[config.mk]
export PLATFORM = sky130hd
export DESIGN_NAME = uart_tx_sequencer
export DESIGN_NICKNAME = d
export VERILOG_FILES = /design/src/rtl/uart_tx_sequencer.sv
export SDC_FILE = /design/constraint.sdc
export NUM_CORES = 1
export LEC_CHECK = 0
export CORE_MARGIN = 1
export CORE_UTILIZATION = 30
export CTS_BUF_LIST = sky130_fd_sc_hd__clkbuf_8
export CTS_CLUSTER_SIZE = 20
export DETAILED_ROUTE_END_ITERATION = 8
export PLACE_DENSITY = 0.59
export SYNTH_ARGS = -nofsm -noshare
export SYNTH_HDL_FRONTEND = slang
export SYNTH_SLANG_ARGS = --single-unit
[constraint.sdc]
create_clock -name s_tick -period 6.1 [get_ports s_tick]
set_clock_uncertainty 0.15 [all_clocks]
set_input_delay 1.22 -clock s_tick [delete_from_list [all_inputs] [get_ports s_tick]]
set_output_delay 1.22 -clock s_tick [all_outputs]
set_load 0.03 [all_outputs]
[src/rtl/uart_tx_sequencer.sv]
// uart_tx_sequencer
//   Word-level front end for a byte UART transmitter. 16-bit words (or single bytes when
//   byte_mode is set) are buffered in a small FIFO and sent one byte at a time, low byte
//   first, through the transmitter's begin/active/over handshake. Runs on s_tick, the
//   transmitter's own 16x baud tick, so all handshakes are synchronous.
// Ports
//   s_tick, rst          clock (rising edge) and asynchronous active-high reset
//   wr_en, wr_data,      write strobe, word and per-word byte_mode flag
//   byte_mode
//   full, empty, busy    FIFO status; busy also covers a frame in flight
//   overflow             sticky: write attempted while full
//   timeout_err          sticky: transmitter never raised transmit_active
//   tx_data,             byte to the transmitter ({8'h00, byte}) and one-tick launch pulse
//   transmit_begin
//   transmit_active,     transmitter status: busy with a frame / end-of-frame pulse
//   transmit_over
module uart_tx_sequencer #(
   parameter int unsigned DEPTH_LOG2   = 2,
   parameter int unsigned SETTLE_TICKS = 32,
   parameter int unsigned TIMEOUT      = 255
) (
   input  logic        s_tick,
   input  logic        rst,
   input  logic        wr_en,
   input  logic [15:0] wr_data,
   input  logic        byte_mode,
   output logic        full,
   output logic        empty,
   output logic        busy,
   output logic        overflow,
   output logic        timeout_err,
   output logic [15:0] tx_data,
   output logic        transmit_begin,
   input  logic        transmit_active,
   input  logic        transmit_over
);

   localparam int unsigned Depth = 2 ** DEPTH_LOG2;
   localparam int unsigned PtrW  = DEPTH_LOG2 + 1;
   localparam int unsigned SetW  = $clog2(SETTLE_TICKS + 1);
   localparam int unsigned TimW  = $clog2(TIMEOUT + 1);

   typedef enum logic [2:0] {StSettle, StIdle, StLaunch, StWaitAct, StWaitOver} state_e;

   state_e            state_q, state_d;
   logic [16:0]       mem_q [Depth];
   logic [PtrW-1:0]   wr_ptr_q, wr_ptr_d, rd_ptr_q, rd_ptr_d;
   logic              full_q, full_d, empty_q, empty_d, busy_q, busy_d;
   logic              overflow_q, overflow_d, timeout_err_q, timeout_err_d;
   logic [15:0]       tx_data_q, tx_data_d, hold_q, hold_d;
   logic              hold_bm_q, hold_bm_d, lo_sel_q, lo_sel_d;
   logic              begin_q, begin_d;
   logic [SetW-1:0]   settle_q, settle_d;
   logic [TimW-1:0]   timer_q, timer_d;
   logic              push, pop;

   assign push = wr_en && !full_q;

   // FIFO storage: no reset needed, validity is tracked by the pointers.
   always_ff @(posedge s_tick) begin
      if (push) begin
         mem_q[wr_ptr_q[DEPTH_LOG2-1:0]] <= {byte_mode, wr_data};
      end
   end

   always_comb begin
      state_d       = state_q;
      settle_d      = settle_q;
      timer_d       = timer_q;
      hold_d        = hold_q;
      hold_bm_d     = hold_bm_q;
      lo_sel_d      = lo_sel_q;
      tx_data_d     = tx_data_q;
      begin_d       = 1'b0;
      timeout_err_d = timeout_err_q;
      pop           = 1'b0;
      unique case (state_q)
         StSettle: begin
            // Wait for a reset-less transmitter to finish any frame it was sending.
            if (transmit_active) begin
               settle_d = '0;
            end else if (settle_q == SetW'(SETTLE_TICKS - 1)) begin
               settle_d = '0;
               state_d  = StIdle;
            end else begin
               settle_d = settle_q + 1'b1;
            end
         end
         StIdle: begin
            if (!empty_q) begin
               pop                 = 1'b1;
               {hold_bm_d, hold_d} = mem_q[rd_ptr_q[DEPTH_LOG2-1:0]];
               lo_sel_d            = 1'b1;
               state_d             = StLaunch;
            end
         end
         StLaunch: begin
            tx_data_d = {8'h00, lo_sel_q ? hold_q[7:0] : hold_q[15:8]};
            begin_d   = 1'b1;
            timer_d   = '0;
            state_d   = StWaitAct;
         end
         StWaitAct: begin
            if (transmit_active) begin
               state_d = StWaitOver;
            end else if (timer_q == TimW'(TIMEOUT - 1)) begin
               timeout_err_d = 1'b1;
               state_d       = StIdle;
            end else begin
               timer_d = timer_q + 1'b1;
            end
         end
         StWaitOver: begin
            // Only reached after transmit_active was seen high, so a stale
            // transmit_over from before the launch cannot end the frame early.
            if (transmit_over) begin
               if (lo_sel_q && !hold_bm_q) begin
                  lo_sel_d = 1'b0;
                  state_d  = StLaunch;
               end else begin
                  state_d = StIdle;
               end
            end
         end
         default: state_d = StSettle;
      endcase
   end

   always_comb begin
      wr_ptr_d   = wr_ptr_q + PtrW'(push);
      rd_ptr_d   = rd_ptr_q + PtrW'(pop);
      empty_d    = (wr_ptr_d == rd_ptr_d);
      full_d     = (wr_ptr_d[PtrW-1] != rd_ptr_d[PtrW-1]) &&
                   (wr_ptr_d[PtrW-2:0] == rd_ptr_d[PtrW-2:0]);
      // A write while full is lost even if a pop frees a slot on the same tick.
      overflow_d = overflow_q || (wr_en && full_q);
      busy_d     = !empty_d || (state_d == StLaunch) || (state_d == StWaitAct) ||
                   (state_d == StWaitOver);
   end

   always_ff @(posedge s_tick or posedge rst) begin
      if (rst) begin
         state_q       <= StSettle;
         wr_ptr_q      <= '0;
         rd_ptr_q      <= '0;
         full_q        <= 1'b0;
         empty_q       <= 1'b1;
         busy_q        <= 1'b0;
         overflow_q    <= 1'b0;
         timeout_err_q <= 1'b0;
         tx_data_q     <= '0;
         hold_q        <= '0;
         hold_bm_q     <= 1'b0;
         lo_sel_q      <= 1'b0;
         begin_q       <= 1'b0;
         settle_q      <= '0;
         timer_q       <= '0;
      end else begin
         state_q       <= state_d;
         wr_ptr_q      <= wr_ptr_d;
         rd_ptr_q      <= rd_ptr_d;
         full_q        <= full_d;
         empty_q       <= empty_d;
         busy_q        <= busy_d;
         overflow_q    <= overflow_d;
         timeout_err_q <= timeout_err_d;
         tx_data_q     <= tx_data_d;
         hold_q        <= hold_d;
         hold_bm_q     <= hold_bm_d;
         lo_sel_q      <= lo_sel_d;
         begin_q       <= begin_d;
         settle_q      <= settle_d;
         timer_q       <= timer_d;
      end
   end

   assign full           = full_q;
   assign empty          = empty_q;
   assign busy           = busy_q;
   assign overflow       = overflow_q;
   assign timeout_err    = timeout_err_q;
   assign tx_data        = tx_data_q;
   assign transmit_begin = begin_q;

endmodule

==> results.txt <==
The analysis attributes to cell leakage a power of 2.23 nW. The run gives 0 as the number of antenna violations at the first check in global routing. STA classifies the critical path startpoint as a flip-flop. In this run, the number of DRC markers left after iteration 0 of detailed routing was 126. The multi-input combinational cells in the finished layout cover a total of 1450 µm². At the end of routability-driven placement, the weighted congestion stood at 0.722.

The floorplan step set the die height to 131 µm. In the final routed layout, each cell accounts on average for 15.7 µm. The worst register-to-register path begins at state_q[1].

For this run, the slowest stage of the critical path takes 0.67 ns. The logs give 0 for the post-detailed-route DRC marker count and 56 for the maximum number of pins on one net before global-route repair. Detailed placement ended at an HPWL of 5620 µm. The layout has 1564 filler cells.

Before antenna repair, the detailed router went through 5 iterations. The number of sinks driven by the clock tree was 123; the cell area power density was 471 nW/µm². The endpoint identified for the worst register-to-register timing path is busy. In this run the deepest clock path goes through 2 buffers. The top cell types in the final layout, fill and taps aside, are sky130_fd_sc_hd__edfxtp_1 (68), sky130_fd_sc_hd__dfrtp_1 (54), sky130_fd_sc_hd__clkdlybuf4s50_1 (35).

Number of hold violations in the final report: 0. CTS placed an instance of sky130_fd_sc_hd__clkbuf_8 at the clock tree root. The biggest fanout along the worst timing path is 3.

The number of global-route vias before repair was 2812. The floorplan step defined a core boundary enclosing 16000 µm². The critical path's slowest cell is sky130_fd_sc_hd__clkdlybuf4s50_1. For the netlist area before placement, the log shows 4960 µm². The required time of the critical path was 4.73 ns; the number of cell instances on the worst register-to-register path was 8. The first global-routing pass estimated 14900 µm of wire. In this run the post-CTS setup repair buffer count came out at 0. Clock latency on the worst-skew pair, taken at its later pin, is 0.42 ns. During placement, the flow inserted port buffers numbering 35. The final critical path takes up 49.6% of the cycle. Gate family responsible for the most delay along the worst path: buffers and inverters. Averaged over all synthesized cells, the footprint is 16.3 µm². The total I/O pin count was 44. The logs give 31.0% for the starting density of the core and 0.192 mV for the worst IR drop on VDD.

The synthesized netlist contains 43 unique library cells. The arrival time of data at the critical path endpoint was 1.66 ns; the die outline width was 131 µm. Main flop type after synthesis: sky130_fd_sc_hd__edfxtp_1.

For this run, asynchronously set or reset flops after synthesis account for 44.7%. Critical path depth in cells: 1. Counting flops with a built-in enable in the synthesized netlist gives 68.

The number of buffers added to fix hold violations after cts came out at 0. Walking the worst path, the cells encountered are clkdlybuf4s50_1. Worst setup path startpoint: empty.

Synthesis inferred 123 register bits. The critical path in this run is classified as reg2out. TritonCTS built the clock tree.

Global routing used 12.0% of the available tracks. The max-cap violation count came out at 0. The run gives 3420 µm² as the storage element area.

The register clock-pin slew on the reported worst setup and hold paths was 0.07 ns. The timing endpoint of the critical path was empty. The number of warning messages in the yosys log was 0; the number of vias per cell was 4.52.

The run gives 0 as the final global-route overflow total. The total inserted antenna cells was 0; the total power consumption of the routed design was 0.00278 W. The run gives 0 as the final count of negative-setup-slack endpoints. Endpoint class of the critical path: a primary output.

Setup repair after global routing left no endpoint under its margin. The share of the Yosys chip area taken by registers is 69.0%. The run gives 46 as the number of standard-cell rows in the floorplan. The floorplan step defined a die boundary enclosing 17000 µm².

The number of buffers and inverters on the critical path came out at 1. The run gives 36.2% as the normalized max-slew margin. Across all register-to-register paths, the minimum setup slack is 3.62 ns. The slew at the pin closest to its max-slew limit is 0.958 ns. The post-route setup TNS was 0 ns. The run finished with clean final reports. The worst path needs 3.03 ns of the cycle, external delays included. For this run, the post-layout net count is 382. Most common library cell in the layout ignoring fill and taps: sky130_fd_sc_hd__edfxtp_1.

The detailed-route wire length was 9110 µm; the count of pins over their slew limit was 0. The total CTS buffers is 17, and the number of levels in the clock H-tree is 4. The total number of vias came out at 2628.

Synthesis handed over a netlist of 304 instances. The worst hold path belongs to the class reg2reg. The proportion of layout cells with a drive suffix above 1 was 22.1%. The achievable clock frequency is 330 MHz, and the area growth from synthesis to final layout is 19.0%. The tools report the count of nets left with antenna violations after detail routing as 0. After clock tree synthesis, the repair step resized 0 gates.
==> cell type report <==
class / instances / share of cell area, %
Multi-Input combinational cell: 166 / 24.6
Inverter: 5 / 0.318
Timing Repair Buffer: 40 / 6.57
Sequential cell: 123 / 58.0
Clock buffer: 17 / 3.97
Tap cell: 216 / 4.58
Clock inverter: 15 / 1.95
==> through the flow <==
step	cells	instance area, µm²	setup slack (ns)	hold slack [ns]	utilization (%)
2_1_floorplan	311	4980	2.74	0.297	-
3_3_place_gp	550	5550	2.67	0.291	34.7
3_5_place_dp	550	5550	2.63	0.302	34.7
4_1_cts	582	5900	3.04	0.322	36.9
5_1_grt	582	5900	2.96	0.327	36.9
6_report	582	5900	3.07	0.320	36.9
==> logic make-up after synthesis <==
kind of cell	after synthesis	share of synthesized area (%)
AOI/OAI and AO/OA	34	4.49
xor gates and xnor gates	8	1.41
adders and majority gates	7	1.77
buffers and inverters	22	2.40
DFF	123	69.0
muxes	44	13.6
other	1	0.0757
and+or+nand+nor	65	7.22
==> Yosys cell counts, types with 4 or more instances <==
| library cell | count | area (µm²) |
|---|---|---|
| sky130_fd_sc_hd__a21oi_1 | 6 | 30.0 |
| sky130_fd_sc_hd__nor3_1 | 4 | 20.0 |
| sky130_fd_sc_hd__edfxtp_1 | 68 | 2040 |
| sky130_fd_sc_hd__nand3_1 | 5 | 25.0 |
| sky130_fd_sc_hd__nand2b_1 | 4 | 25.0 |
| sky130_fd_sc_hd__ha_1 | 7 | 87.6 |
| sky130_fd_sc_hd__nor2_1 | 11 | 41.3 |
| sky130_fd_sc_hd__dfrtp_1 | 54 | 1350 |
| sky130_fd_sc_hd__o21ai_0 | 14 | 70.1 |
| sky130_fd_sc_hd__xnor2_1 | 6 | 52.6 |
| sky130_fd_sc_hd__mux4_2 | 17 | 383 |
| sky130_fd_sc_hd__mux2_2 | 18 | 203 |
| sky130_fd_sc_hd__inv_1 | 5 | 18.8 |
| sky130_fd_sc_hd__mux2i_1 | 9 | 90.1 |
| sky130_fd_sc_hd__buf_4 | 8 | 60.1 |
| sky130_fd_sc_hd__nand2_1 | 22 | 82.6 |
| sky130_fd_sc_hd__buf_2 | 5 | 25.0 |
==> sequential cells by signal, summed over array words and instances, names as in the netlist <==
signal / cells
mem_q: 68
hold_q: 16
timer_q: 8
tx_data: 8
settle_q: 6
rd_ptr_q: 3
state_q: 3
wr_ptr_q: 3
busy: 1
empty: 1
full: 1
hold_bm_q: 1
lo_sel_q: 1
overflow: 1
timeout_err: 1
transmit_begin: 1
==> worst min-delay path by stage <==
stage / from / to / slack (ns) / depth (start not counted)
final: overflow / overflow / 0.32 / 1
after floorplan: wr_ptr_q[2] / wr_ptr_q[2] / 0.30 / 1
after global placement: timeout_err / timeout_err / 0.29 / 1
after global routing: overflow / overflow / 0.33 / 1
after CTS: timeout_err / timeout_err / 0.32 / 1
after detailed placement: timeout_err / timeout_err / 0.30 / 1
==> power by group <==
part	switching (W)	internal (W)
Sequential	0.000159	0.00112
Combinational	0.000435	0.000423
Clock	0.000349	0.000287
==> layer usage <==
layer  wire length (µm)  vias to the layer above  global-route usage, %
met1               4180                     1342                   14.7
met4                 63                        0                   3.38
li1                   -                     1226                      -
met2               4550                       52                   20.2
met3                313                        8                   3.95
met5                  0                        -                      0
Note: power is estimated with default switching activity, not from simulation.
